==> config.mk <==
export PLATFORM = sky130hd
export DESIGN_NAME = cps_layer_mixer
export DESIGN_NICKNAME = d
export VERILOG_FILES = /design/src/rtl/cps_layer_mixer.sv
export SDC_FILE = /design/constraint.sdc
export NUM_CORES = 1
export LEC_CHECK = 0
export BUFFER_PORTS_ARGS = -buffer_cell sky130_fd_sc_hd__buf_2
export CORE_ASPECT_RATIO = 1.5
export CORE_MARGIN = 5
export CORE_UTILIZATION = 43
export DETAILED_ROUTE_END_ITERATION = 10
export GPL_TIMING_DRIVEN = 0
export PLACE_DENSITY = 0.76
export SYNTH_ARGS = -nofsm -noshare
export SYNTH_HDL_FRONTEND = slang
export SYNTH_SLANG_ARGS = --single-unit
export TNS_END_PERCENT = 5
==> constraint.sdc <==
create_clock -name CLK_16M -period 4.6 [get_ports CLK_16M]
set_clock_uncertainty 0.15 [all_clocks]
set_input_delay 1.15 -clock CLK_16M [delete_from_list [all_inputs] [get_ports CLK_16M]]
set_output_delay 1.15 -clock CLK_16M [all_outputs]
set_load 0.1 [all_outputs]
==> src/rtl/cps_layer_mixer.sv <==
// cps_layer_mixer -- per-pixel layer priority mixer behind the CPS-B line buffers.
//
// Each pixel strobe the sprite, scroll1, scroll2 and scroll3 pixels ({pal,pen})
// are resolved into one 11-bit palette RAM index {layer, pal, pen}. The order
// and enables come from LAYER_CTRL. Config registers are double-buffered: CPU
// writes land in a pending copy and FI copies pending to active at frame start.
//
// Optional feature macro: CPS_PRIO_MASK_EN adds PRIO_MASK0..3. A masked scroll
// pen placed below a winning sprite takes the pixel back from the sprite.
//
// Ports:
//   CLK_16M, RESET_N (async, active-low)  clock / reset
//   PIX_CE   pixel strobe; the two pipeline stages advance only on it
//   FI       frame start, pending -> active register copy
//   BLANK    blanking, travels with the pixel
//   CSB/WRB/CA/CDIN/CDOUT  68000 register port (CDOUT is combinational)
//   SPR_PIX, SC1_PIX, SC2_PIX, SC3_PIX  {pal[4:0], pen[3:0]}, pen F = transparent
//   SC1_GRP, SC2_GRP, SC3_GRP  scroll tile priority group (mask select)
//   PAL_IDX, PIX_VALID  resolved index, 2 strobes after the inputs

// One layer's stage-1 register: latches the pixel and its opacity.
module cps_mixer_lane (
  input  logic       CLK_16M,
  input  logic       RESET_N,
  input  logic       PIX_CE,
  input  logic [8:0] pix,
  output logic [8:0] s1_pix,
  output logic       s1_opq
);
  always_ff @(posedge CLK_16M or negedge RESET_N) begin
    if (!RESET_N) begin
      s1_pix <= '0;
      s1_opq <= 1'b0;
    end else if (PIX_CE) begin
      s1_pix <= pix;
      s1_opq <= (pix[3:0] != 4'hF);
    end
  end
endmodule

module cps_layer_mixer #(
  parameter logic [4:0]  CTRL_ADDR = 5'h13,
  parameter logic [4:0]  MASK_ADDR = 5'h14,
  parameter logic [10:0] BACKDROP  = 11'h7FF
) (
  input  logic        CLK_16M,
  input  logic        RESET_N,
  input  logic        PIX_CE,
  input  logic        FI,
  input  logic        BLANK,
  input  logic        CSB,
  input  logic        WRB,
  input  logic [4:0]  CA,
  input  logic [15:0] CDIN,
  output logic [15:0] CDOUT,
  input  logic [8:0]  SPR_PIX,
  input  logic [8:0]  SC1_PIX,
  input  logic [8:0]  SC2_PIX,
  input  logic [8:0]  SC3_PIX,
  input  logic [1:0]  SC1_GRP,
  input  logic [1:0]  SC2_GRP,
  input  logic [1:0]  SC3_GRP,
  output logic [10:0] PAL_IDX,
  output logic        PIX_VALID
);
  localparam int          NUM_LANES = 4;
  localparam int          STAGES    = 2;
  localparam logic [15:0] CTRL_RST  = 16'h3E4F;

  // ---------------- stage 1: per-layer pixel/opacity registers ----------------
  logic [NUM_LANES-1:0][8:0] pix_in;
  logic [NUM_LANES-1:0][8:0] s1_pix;
  logic [NUM_LANES-1:0]      s1_opq;

  assign pix_in = {SC3_PIX, SC2_PIX, SC1_PIX, SPR_PIX};

  for (genvar i = 0; i < NUM_LANES; i++) begin : g_lane
    cps_mixer_lane u_lane (
      .CLK_16M(CLK_16M),
      .RESET_N(RESET_N),
      .PIX_CE (PIX_CE),
      .pix    (pix_in[i]),
      .s1_pix (s1_pix[i]),
      .s1_opq (s1_opq[i])
    );
  end

  // Visibility rides alongside the pixel; reset clears it so the pipe
  // drains as blanked pixels.
  logic [STAGES:0] vld_pipe;
  assign vld_pipe[0] = ~BLANK;

  always_ff @(posedge CLK_16M or negedge RESET_N) begin
    if (!RESET_N)    vld_pipe[STAGES:1] <= '0;
    else if (PIX_CE) vld_pipe[STAGES:1] <= vld_pipe[STAGES-1:0];
  end

  // ---------------- config registers ----------------
  logic        cpu_wr;
  logic        cpu_rd;
  logic [15:0] ctrl_pend, ctrl_act;

  assign cpu_wr = !CSB && !WRB;
  assign cpu_rd = !CSB &&  WRB;

  // FI copies the pre-edge pending value, so a write on the FI edge
  // only shows up at the following frame.
  always_ff @(posedge CLK_16M or negedge RESET_N) begin
    if (!RESET_N) begin
      ctrl_pend <= CTRL_RST;
      ctrl_act  <= CTRL_RST;
    end else begin
      if (FI) ctrl_act <= ctrl_pend;
      if (cpu_wr && CA == CTRL_ADDR) ctrl_pend <= CDIN;
    end
  end

`ifdef CPS_PRIO_MASK_EN
  logic [3:0][15:0]          mask_pend, mask_act;
  logic [NUM_LANES-1:0][1:0] s1_grp;

  always_ff @(posedge CLK_16M or negedge RESET_N) begin
    if (!RESET_N) begin
      mask_pend <= '0;
      mask_act  <= '0;
    end else begin
      if (FI) mask_act <= mask_pend;
      for (int k = 0; k < 4; k++)
        if (cpu_wr && CA == MASK_ADDR + 5'(k)) mask_pend[k] <= CDIN;
    end
  end

  // Sprites have no group; lane 0 stays zero.
  always_ff @(posedge CLK_16M or negedge RESET_N) begin
    if (!RESET_N)    s1_grp <= '0;
    else if (PIX_CE) s1_grp <= {SC3_GRP, SC2_GRP, SC1_GRP, 2'b00};
  end
`else
  logic unused_grp;
  assign unused_grp = ^{SC1_GRP, SC2_GRP, SC3_GRP, MASK_ADDR};
`endif

  // ---------------- CPU readback (pending copy) ----------------
  always_comb begin
    CDOUT = 16'h0000;
    if (cpu_rd) begin
      if (CA == CTRL_ADDR) CDOUT = ctrl_pend;
`ifdef CPS_PRIO_MASK_EN
      for (int k = 0; k < 4; k++)
        if (CA == MASK_ADDR + 5'(k)) CDOUT = mask_pend[k];
`endif
    end
  end

  // ---------------- stage 2: resolution ----------------
  logic       win_found;
  logic [1:0] win_lyr;
  logic [1:0] win_slot;
  logic [1:0] scan_lyr;
`ifdef CPS_PRIO_MASK_EN
  logic       msk_hit;
`endif

  always_comb begin
    win_found = 1'b0;
    win_lyr   = 2'd0;
    win_slot  = 2'd0;
    scan_lyr  = 2'd0;
    // Top slot first; duplicate layer codes resolve at their topmost slot.
    for (int s = 3; s >= 0; s--) begin
      scan_lyr = ctrl_act[6+2*s +: 2];
      if (!win_found && ctrl_act[scan_lyr] && s1_opq[scan_lyr]) begin
        win_found = 1'b1;
        win_lyr   = scan_lyr;
        win_slot  = 2'(s);
      end
    end
`ifdef CPS_PRIO_MASK_EN
    msk_hit = 1'b0;
    // A sprite win can be overridden by a masked scroll pen lower down.
    if (win_found && win_lyr == 2'd0) begin
      for (int s = 2; s >= 0; s--) begin
        scan_lyr = ctrl_act[6+2*s +: 2];
        if (!msk_hit && s < int'(win_slot) && scan_lyr != 2'd0 &&
            ctrl_act[scan_lyr] && s1_opq[scan_lyr] &&
            mask_act[s1_grp[scan_lyr]][s1_pix[scan_lyr][3:0]]) begin
          msk_hit = 1'b1;
          win_lyr = scan_lyr;
        end
      end
    end
`endif
  end

  always_ff @(posedge CLK_16M or negedge RESET_N) begin
    if (!RESET_N)          PAL_IDX <= '0;
    else if (PIX_CE) begin
      if (!vld_pipe[1])    PAL_IDX <= '0;
      else if (win_found)  PAL_IDX <= {win_lyr, s1_pix[win_lyr]};
      else                 PAL_IDX <= BACKDROP;
    end
  end

  assign PIX_VALID = vld_pipe[STAGES];

endmodule

# After elaboration in Yosys (flattened, before gate mapping)
# Index checks and enable logic that the tools add are counted.
# Widths: inputs -> output; s select.
# word_totals
regBits	83
input_bits	70
out_inout_bits	28
wordCells	72
# op_classes
n_lt_le_gt_ge	9
eq_ne	5
muxes	30
bitwise_logic	1
reduce_logical	15
# op_table
op	count
$mux 16	2
$mux 11	2
$lt 2x5->1 const B	4
$bmux 9 s2	1
$bmux 1 s2	8
$ne 4x4->1 const B	4
$lt 2x3->1 const B	5
$mux 1	12
$logic_and 1x1->1	10
$mux 9	1
$mux 2	4
$eq 5x5->1 const B	1
$logic_not 1->1	5
$not 1->1	1

# Longest topological paths before layout
# Gate-level depths: netlist (run 1).
# depth
depth_word	20
mapped_depth	9
mapped_depth_nobuf	6

# Hierarchy
# Synthesis (run 1) repeated with hierarchy kept, for this count alone.
# unflattened
cells_unflattened	319
area_unflattened_um2	4122.7
# by_module_without_submodules
module	n_inst	cells_per_inst	area_per_inst_um2	seq_area_each_um2
cps_layer_mixer	1	227	2481.1	1051.0
cps_mixer_lane	4	23	410.4	250.2

# Least setup slack after synthesis (run 1)
# No wires, ideal clock.
# synth_path
kind	in2out
startpoint	input CA[3]
endpoint	output CDOUT[10]
arrival_time_ns	2.745
required_ns	3.300
slack_ns	0.555
cell_stages	5
path_buffers	1
cell_sequence	nor4b_1 -> nand3_1 -> nor2_1 -> clkbuf_1 -> and2_1
# synth_between
elab_chain_cells	3
# synth_lines
element	line	source
start, declared	53	input logic [4:0] CA,
$eq 5x5->1	147	if (CA == CTRL_ADDR) CDOUT = ctrl_pend;
$mux 16	147	
$mux 16	146	if (cpu_rd) begin
end, declared	55	output logic [15:0] CDOUT,
# Every way passes these cells.

# Worst setup path in the final report (run 1)
# layout_path
startpoint	input CA[3]
endpoint	output CDOUT[12]
# Same word-level chain as after synthesis.

==> results of run 1 <==
## per-stage QoR
| stage | instance area [um2] | setup WS [ns] | power, mW | util, % | cells |
|---|---|---|---|---|---|
| after global placement | 4530 | 0.390 | 1.58 | 51.0 | 529 |
| after global routing | 4890 | 0.192 | 2.47 | 55.1 | 546 |
| after detailed placement | 4560 | 0.369 | 1.60 | 51.4 | 530 |
| final | 4890 | 0.428 | 2.37 | 55.1 | 546 |
| after floorplan | 3950 | 0.555 | 1.42 | - | 329 |
| after CTS | 4890 | 0.369 | 2.39 | 55.1 | 546 |
## worst max-delay path, stage by stage
cell      delay, ns
buf_2          0.09
nor4b_1        0.28
nand3_1        0.13
nor2_1         0.29
clkbuf_1       0.31
and2_1         0.17
buf_2          0.43
## metal layers
layer  up-vias  GRT usage, %  routed length [um]
li1       1424             -                   -
met1      1511          20.3                3450
met2       114          31.2                5160
met3        18          4.25                 572
met4         0          7.56                 234
met5         -             0                   0
## path summary, 6_finish.rpt
kind | endpoint | cells past startpoint | slack [ns] | from
worst min register to register | ctrl_pend[4] | 1 | 0.35 | ctrl_pend[4]
worst max register to register | PAL_IDX[3] | 8 | 1.66 | ctrl_act[10]
max in group asynchronous | ctrl_pend[3] | 2 | 3.07 | RESET_N
worst min-delay path | ctrl_pend[4] | 1 | 0.35 | ctrl_pend[4]
min in group asynchronous | g_lane[2].u_lane.s1_pix[2] | 1 | 0.59 | RESET_N
worst max-delay path | CDOUT[12] | 7 | 0.43 | CA[3]
## registers in the layout (all words and copies together), names as in the netlist
| name | cells |
|---|---|
| PIX_VALID | 1 |
| g_lane.u_lane.s1_pix | 36 |
| g_lane.u_lane.s1_opq | 4 |
| ctrl_pend | 16 |
| vld_pipe | 1 |
| ctrl_act | 12 |
| PAL_IDX | 11 |
## placed cells by master, fill, tap and decap left out, types with 2 or more instances in the layout
master	synthesis	final
buf_2	1	90
dfrtp_1	61	61
mux2_2	61	61
dfstp_2	20	20
inv_1	17	17
and2_1	17	17
nand2_1	14	14
a21boi_0	14	14
clkbuf_1	13	13
a21oi_1	11	11
nor2_1	9	9
a221oi_1	9	9
o32ai_1	9	9
clkbuf_16	0	9
o21ai_0	8	8
a2111oi_0	8	8
nand3_1	5	5
o22ai_1	5	5
nand2b_1	5	5
a21o_1	5	5
and4_1	5	5
buf_1	3	3
o21a_1	3	3
or2_2	2	2
buf_6	2	2
bufinv_16	0	2
## cells by family after synthesis
| family | count (synthesis) | share of synthesized area, % |
|---|---|---|
| simple gates | 69 | 10.9 |
| mux | 61 | 17.4 |
| buf+inv | 36 | 3.84 |
| flops | 81 | 52.0 |
| compound gates | 82 | 15.8 |
## power groups by stage
stage / Sequential, mW / Clock, mW / Combinational (mW)
after floorplan: 1.12 / 0 / 0.295
after global placement: 0.910 / 0 / 0.665
after detailed placement: 0.912 / 0 / 0.684
after CTS: 0.902 / 0.798 / 0.686
after global routing: 0.918 / 0.824 / 0.732
final: 0.902 / 0.781 / 0.685
## layout make-up
class / count / area (um2)
fillers: 773 / 3990
flip-flops and latches: 81 / 2050
multi-input cells: 212 / 1740
repair buffers: 91 / 480
clock buffers: 10 / 239
well taps: 110 / 138
clock inverters: 6 / 90.1
plain buffers: 19 / 87.6
inverters: 17 / 63.8
## cells in the mapped netlist, types with 2 or more instances
master | n | area [um2]
clkbuf_1 | 13 | 48.8
dfrtp_1 | 61 | 1530
dfstp_2 | 20 | 526
a2111oi_0 | 8 | 70.1
inv_1 | 17 | 63.8
nand2b_1 | 5 | 31.3
nand3_1 | 5 | 25.0
and2_1 | 17 | 106
or2_2 | 2 | 12.5
nor2_1 | 9 | 33.8
buf_6 | 2 | 22.5
o21a_1 | 3 | 22.5
and4_1 | 5 | 43.8
a21boi_0 | 14 | 105
o32ai_1 | 9 | 78.8
mux2_2 | 61 | 687
nand2_1 | 14 | 52.6
buf_1 | 3 | 11.3
a21o_1 | 5 | 37.5
o21ai_0 | 8 | 40.0
o22ai_1 | 5 | 31.3
a21oi_1 | 11 | 55.1
a221oi_1 | 9 | 78.8
==> flow_summary.toml, run 1 <==
[place]
hpwl_um = 7240
port_buffers = 90
place.gp.congestion = 0.831

[floorplan]
core_um2 = 8880
dieArea_um2 = 11200
rows = 42
boundaryPins = 98
die_h_um = 127
start_util_pct = 44.4
die_width_um = 88.2

[power]
seqPwrFrac_pct = 38.1
power.share.clock_pct = 33.0
pwr_density_cell_nw_per_um2 = 484
intPower_mw = 1.54
power_switching_uw = 827
pwr-share-comb_pct = 28.9
switching_share_pct = 34.9
p_leak_nw = 2.18
ir_drop_mv = 0.463

[critical_path]
critical_path_class = "input port to primary output"
worstSetupEndpointType = "primary output"
start_kind = "input port"
critPathMaxFanout = 10
cp_data_arrival_time_ns = 2.87
cp.required_ns = 3.30

[clock_tree]
cts_sinks = 81
cts-buffers-inserted = 9
postCtsResizedCells = 0
htreeDepth = 3
cts_tree = "yes"
cts_setup_buffers = 0
clk_path_buf_depth = 2
clk_pin_slew_ns = 0.06
hold_buffers = 0
root_buffer = "clkbuf_16"
clkLatencyLatePin_ns = 0.34

[logic_synthesis]
synthFlopType = "dfrtp_1"
async_flop_share_pct = 100
yosys.cell_types.count = 46
postSynthAreaPerCell_um2 = 12.0
synth_fp_nets = 399
syn_inst = 329
synth_edf_count = 0
synth_warnings = 0
synth-seq-cells = 81
syn-cell-area_um2 = 3950
synth.yosys.seq_area_share_pct = 52.0

[layout]
syn_to_final_growth_pct = 24.0
antenna_cells = 0
drive_gt1_share_pct = 45.9
fin_nets = 501

[timing]
slew_violations = 0
tightest_slew_ns = 0.770
timing.final.hold_violations = 0
whs_ns = 0.346
rsz0062_at_grt = "false"
setup_violations = 0
setup_tns_ns = 0
fmax_mhz = 240
min_period_over_period_pct = 90.7
period_minus_slack_ns = 4.17
slew_headroom_pct = 48.3

[grt]
grt_pass1_wl_um = 15500
overflow = 0
antenna_found_initial = 0
grt_start_max_net_pins = 52
grt_pass1_vias = 3166
grt_usage_pct = 17.8

[route]
wl_per_cell_um = 17.3
drc = 0
routed_via_density = 5.62
wirelength_um = 9420
num_vias = 3067
dr.first_iter.drc_count = 208
first_pass_iters = 5
drt.antenna.violating_nets = 0

[worst_hold_path]
min_path_type = "flip-flop to flip-flop"

[flow_run]
maxCapViolCount = 0

[status]
status = "finished clean"
(Power assumes the default switching activity.)
==> inputs of run 2 (changes only) <==
--- a/config.mk
+++ b/config.mk
@@ -10,7 +10,6 @@
 export CORE_MARGIN = 5
 export CORE_UTILIZATION = 43
 export DETAILED_ROUTE_END_ITERATION = 10
-export GPL_TIMING_DRIVEN = 0
 export PLACE_DENSITY = 0.76
 export SYNTH_ARGS = -nofsm -noshare
 export SYNTH_HDL_FRONTEND = slang
==> flow_summary.toml, run 2 (same netlist as run 1, synthesis figures left out) <==
[status]
status = "finished clean"

[timing]
fmax_mhz = 261
timing.final.hold_violations = 0
rsz0062_at_grt = "false"
period_minus_slack_ns = 3.83
slew_headroom_pct = 34.5
setup_violations = 0
tightest_slew_ns = 0.983
slew_violations = 0
whs_ns = 0.345
min_period_over_period_pct = 83.3
setup_tns_ns = 0

[power]
p_leak_nw = 2.14
finalPower_mw = 2.33
ir_drop_mv = 0.358
pwr_density_cell_nw_per_um2 = 485

[critical_path]
critical_path_class = "input port to primary output"
cp_data_arrival_time_ns = 2.53
r2r_slack_ns = 1.49
r2r_end = "PAL_IDX[3]"
critPathMaxFanout = 16
crit_top_cell = "buf_2"
path_buf_inv = 3
rr_worst_depth = 6
slowest_delay_ns = 0.42
crit_chain = "buf_2, nor4b_1, nand3_1, nor2_1, buf_4, and2_1, buf_2"
cp.required_ns = 3.30
critPathTopFamily = "buffers and inverters"
cp_slowest_cell = "buf_2"
start_kind = "input port"
r2r-start = "ctrl_act[9]"
worstSetupEndpointType = "primary output"

[clock_tree]
postCtsResizedCells = 0
clkLatencyLatePin_ns = 0.34
htreeDepth = 3
cts_tree = "yes"
cts-buffers-inserted = 9
cts_sinks = 81
clk_pin_slew_ns = 0.05
clk_path_buf_depth = 2
root_buffer = "clkbuf_16"
hold_buffers = 0
cts_setup_buffers = 0

[place]
port_buffers = 91
hpwl_um = 6580
place.gp.congestion = 0.827

[worst_hold_path]
min_path_type = "flip-flop to flip-flop"
hold_path_end = "ctrl_pend[14]"
hold_start = "ctrl_pend[14]"
holdPathStages = 1

[grt]
grtUsageMet1_pct = 20.1
grt_pass1_wl_um = 14900
overflow = 0
antenna_found_initial = 0
busiest_layer = "met2"
grt_start_max_net_pins = 82
grt_pass1_vias = 3035
grt_use_met2_pct = 29.5
use_met3_pct = 4.06
grt_usage_pct = 17.1

[layout]
drive_gt1_share_pct = 47.4
final_common_cell = "buf_2"
largest_register_ffs = 36
regMostFlops = "g_lane.u_lane.s1_pix"
reg_top3 = "g_lane.u_lane.s1_pix x36, ctrl_pend x16, ctrl_act x12"
syn_to_final_growth_pct = 21.6
fin_nets = 485
antenna_cells = 0
final_cell_mix = "90 x buf_2, 61 x dfrtp_1, 61 x mux2_2, 20 x dfstp_2"

[flow_run]
maxCapViolCount = 0

[route]
wl_per_cell_um = 17.2
wirelength_um = 9100
num_vias = 2946
routed_via_density = 5.56
dr.first_iter.drc_count = 181
drt.antenna.violating_nets = 0
drc = 0
first_pass_iters = 5

[floorplan]
boundaryPins = 98
start_util_pct = 44.4
die_h_um = 127
die_width_um = 88.2
rows = 42
core_um2 = 8880
dieArea_um2 = 11200
==> run 2: cell count changes in the layout (fill, tap and decap cells not counted), sizes merged <==
cell      before  now
buf           97   94
clkbuf        23   11
clkinv         2    1
clkinvlp       1    2
inv           18   17
==> run 2: metrics by stage <==
stage	setup WS, ns	cell area (um2)	instances	utilization [%]
2_1_floorplan	0.555	3950	329	-
5_1_grt	0.533	4800	530	54.0
4_1_cts	0.743	4800	530	54.0
3_5_place_dp	0.750	4480	514	50.4
3_3_place_gp	0.800	4480	514	50.4
6_report	0.770	4800	530	54.0
==> run 2: worst max path at each step <==
stage                from   endpoint  slack [ns]  cells past startpoint
finish              CA[3]  CDOUT[12]        0.77                      7
CTS                 CA[3]  CDOUT[12]        0.74                      7
detailed placement  CA[3]  CDOUT[12]        0.75                      7
global route        CA[3]  CDOUT[10]        0.53                      7
global placement    CA[3]  CDOUT[12]        0.80                      7
floorplan           CA[3]  CDOUT[10]        0.56                      5
==> run 2: cell type report <==
cell class | count | area, um2
fillers | 799 | 4080
flip-flops and latches | 81 | 2050
multi-input cells | 212 | 1740
repair buffers | 94 | 480
clock buffers | 11 | 243
well taps | 110 | 138
clock inverters | 5 | 80.1
inverters | 17 | 63.8
==> run 2: worst register-to-register path, delay by kind of cell, from the launching register on <==
| kind | cells | cell delay [ns] |
|---|---|---|
| flip-flops | 1 | 0.58 |
| AO/OA/AOI/OAI | 4 | 1.47 |
| AND/OR/NAND/NOR | 2 | 0.74 |
==> run 2: metal layers <==
metal,share of wire [%],wire (um)
met5,0,0
met1,38,3420
met2,54,4960
met3,5.7,522
met4,2.2,201
==> run 2: where the power goes <==
part           internal [mW]  switching, mW  total (mW)
clock                  0.489          0.271       0.759
combinational          0.204          0.451       0.655
sequential             0.833         0.0810       0.915
total                   1.53          0.803        2.33
==> inputs of run 3 (changes only) <==
--- a/config.mk
+++ b/config.mk
@@ -10,7 +10,7 @@
 export CORE_MARGIN = 5
 export CORE_UTILIZATION = 43
 export DETAILED_ROUTE_END_ITERATION = 10
-export PLACE_DENSITY = 0.76
+export PLACE_DENSITY = 0.78
 export SYNTH_ARGS = -nofsm -noshare
 export SYNTH_HDL_FRONTEND = slang
 export SYNTH_SLANG_ARGS = --single-unit
==> constraint.sdc (replaced) <==
create_clock -name CLK_16M -period 3.4 [get_ports CLK_16M]
set_clock_uncertainty 0.15 [all_clocks]
set_input_delay 0.85 -clock CLK_16M [delete_from_list [all_inputs] [get_ports CLK_16M]]
set_output_delay 0.85 -clock CLK_16M [all_outputs]
set_load 0.1 [all_outputs]
==> flow_summary.toml, run 3 (same netlist as run 1, synthesis figures left out) <==
[status]
status = "finished clean"

[layout]
fillCellCount = 723
fin_nets = 489
largest_register_ffs = 36
antenna_cells = 0
multi_input_area_um2 = 1740
final_common_cell = "buf_2"
final_util_pct = 56.7
final_cell_mix = "74 x buf_2, 61 x dfrtp_1, 61 x mux2_2, 20 x dfstp_2, 17 x inv_1"
regArea_um2 = 2050
regMostFlops = "g_lane.u_lane.s1_pix"
reg_top3 = "g_lane.u_lane.s1_pix x36, ctrl_pend x16, ctrl_act x12"
fin_cells = 534
syn_to_final_growth_pct = 27.7
drive_gt1_share_pct = 47.6

[clock_tree]
cts_sinks = 81
postCtsResizedCells = 0
htreeDepth = 3
root_buffer = "clkbuf_16"
cts_setup_buffers = 0
cts_tree = "yes"
clkLatencyLatePin_ns = 0.33
clk_pin_slew_ns = 0.05
cts-buffers-inserted = 9
hold_buffers = 0
clk_path_buf_depth = 2

[power]
switching_share_pct = 34.8
pwr-share-comb_pct = 29.1
power_switching_mw = 1.07
intPower_mw = 2.00
ir_drop_mv = 0.601
power.share.clock_pct = 30.7
p_leak_nw = 2.19
pwr_density_cell_nw_per_um2 = 608
finalPower_mw = 3.06
seqPwrFrac_pct = 40.2

[route]
wirelength_um = 9160
routed_via_density = 5.51
first_pass_iters = 4
wl_per_cell_um = 17.1
drc = 0
num_vias = 2944
drt.antenna.violating_nets = 0
dr.first_iter.drc_count = 232

[floorplan]
core_um2 = 8880
die_width_um = 88.2
boundaryPins = 98
rows = 42
dieArea_um2 = 11200
die_h_um = 127
start_util_pct = 44.4

[critical_path]
r2r_slack_ns = 0.58
start_kind = "input port"
cp.required_ns = 2.40
critPathMaxFanout = 16
critical_path_class = "input port to primary output"
cp_data_arrival_time_ns = 2.07
worstSetupEndpointType = "primary output"

[place]
hpwl_um = 6880
port_buffers = 91
place.gp.congestion = 0.850
place_ws_ns = 0.317
dp_cells = 518

[timing]
layout_setup_ws_ns = 0.326
setup_violations = 0
period_minus_slack_ns = 3.07
slew_violations = 0
slew_headroom_pct = 33.8
rsz0062_at_grt = "false"
min_period_over_period_pct = 90.4
timing.final.hold_violations = 0
tightest_slew_ns = 0.993
whs_ns = 0.345
fmax_mhz = 325

[grt]
antenna_found_initial = 0
grt_start_max_net_pins = 82
grt_pass1_wl_um = 14800
grt_pass1_vias = 3044
grt_usage_pct = 17.3
overflow = 0

[flow_run]
maxCapViolCount = 0

[worst_hold_path]
min_path_type = "flip-flop to flip-flop"
## run 3: cell types whose count changed in the layout (fill, tap and decap cells not counted)
cell	before	now
bufinv_16	2	1
and2_1	17	16
buf_4	4	8
clkinv_2	1	2
buf_2	90	74
clkbuf_1	1	3
clkinvlp_4	2	0
buf_12	0	16
and2_2	0	1
## run 3: path summary, 6_finish.rpt
| check | startpoint | to | cells past startpoint |
|---|---|---|---|
| worst max-delay path | CA[3] | CDOUT[1] | 7 |
| worst max register to register | ctrl_act[6] | PAL_IDX[0] | 7 |
| min in group asynchronous | RESET_N | g_lane[1].u_lane.s1_pix[2] | 1 |
| worst min-delay path | ctrl_pend[14] | ctrl_pend[14] | 1 |
| max in group asynchronous | RESET_N | g_lane[3].u_lane.s1_pix[5] | 1 |
| worst min register to register | ctrl_pend[14] | ctrl_pend[14] | 1 |
## run 3: through the flow
step	setup TNS [ns]	instance area [um2]
global placement	0	4750
detailed placement	0	4750
finish	0	5040
CTS	0	5040
global route	0	5040
floorplan	-0.400	3950
## run 3: metal layers
layer,vias to the layer above,part of all wire [%],GRT usage (%)
met4,0,2.2,8.10
met3,14,4.9,4.12
met5,-,0,0
met2,82,55,30.2
li1,1400,-,-
met1,1448,38,19.4
## run 3: critical path, cell delays in order
cell	delay, ns
buf_2	0.10
nor4b_1	0.28
nand3_1	0.14
nor2_1	0.11
buf_4	0.19
and2_1	0.21
buf_12	0.19
## run 3: area by class of cell
type,instances,share of cell area (%)
Clock buffer,13,4.97
Clock inverter,3,0.795
Inverter,17,1.27
Multi-Input combinational cell,212,34.6
Sequential cell,81,40.7
Tap cell,110,2.73
Timing Repair Buffer,98,14.9
## run 3: power groups by stage
stage               clock, mW  sequential [mW]  combinational, mW
CTS                     0.967             1.23              0.897
floorplan                   0             1.52              0.399
global route             1.02             1.25              0.954
finish                  0.940             1.23              0.892
global placement            0             1.24              0.874
detailed placement          0             1.25              0.895
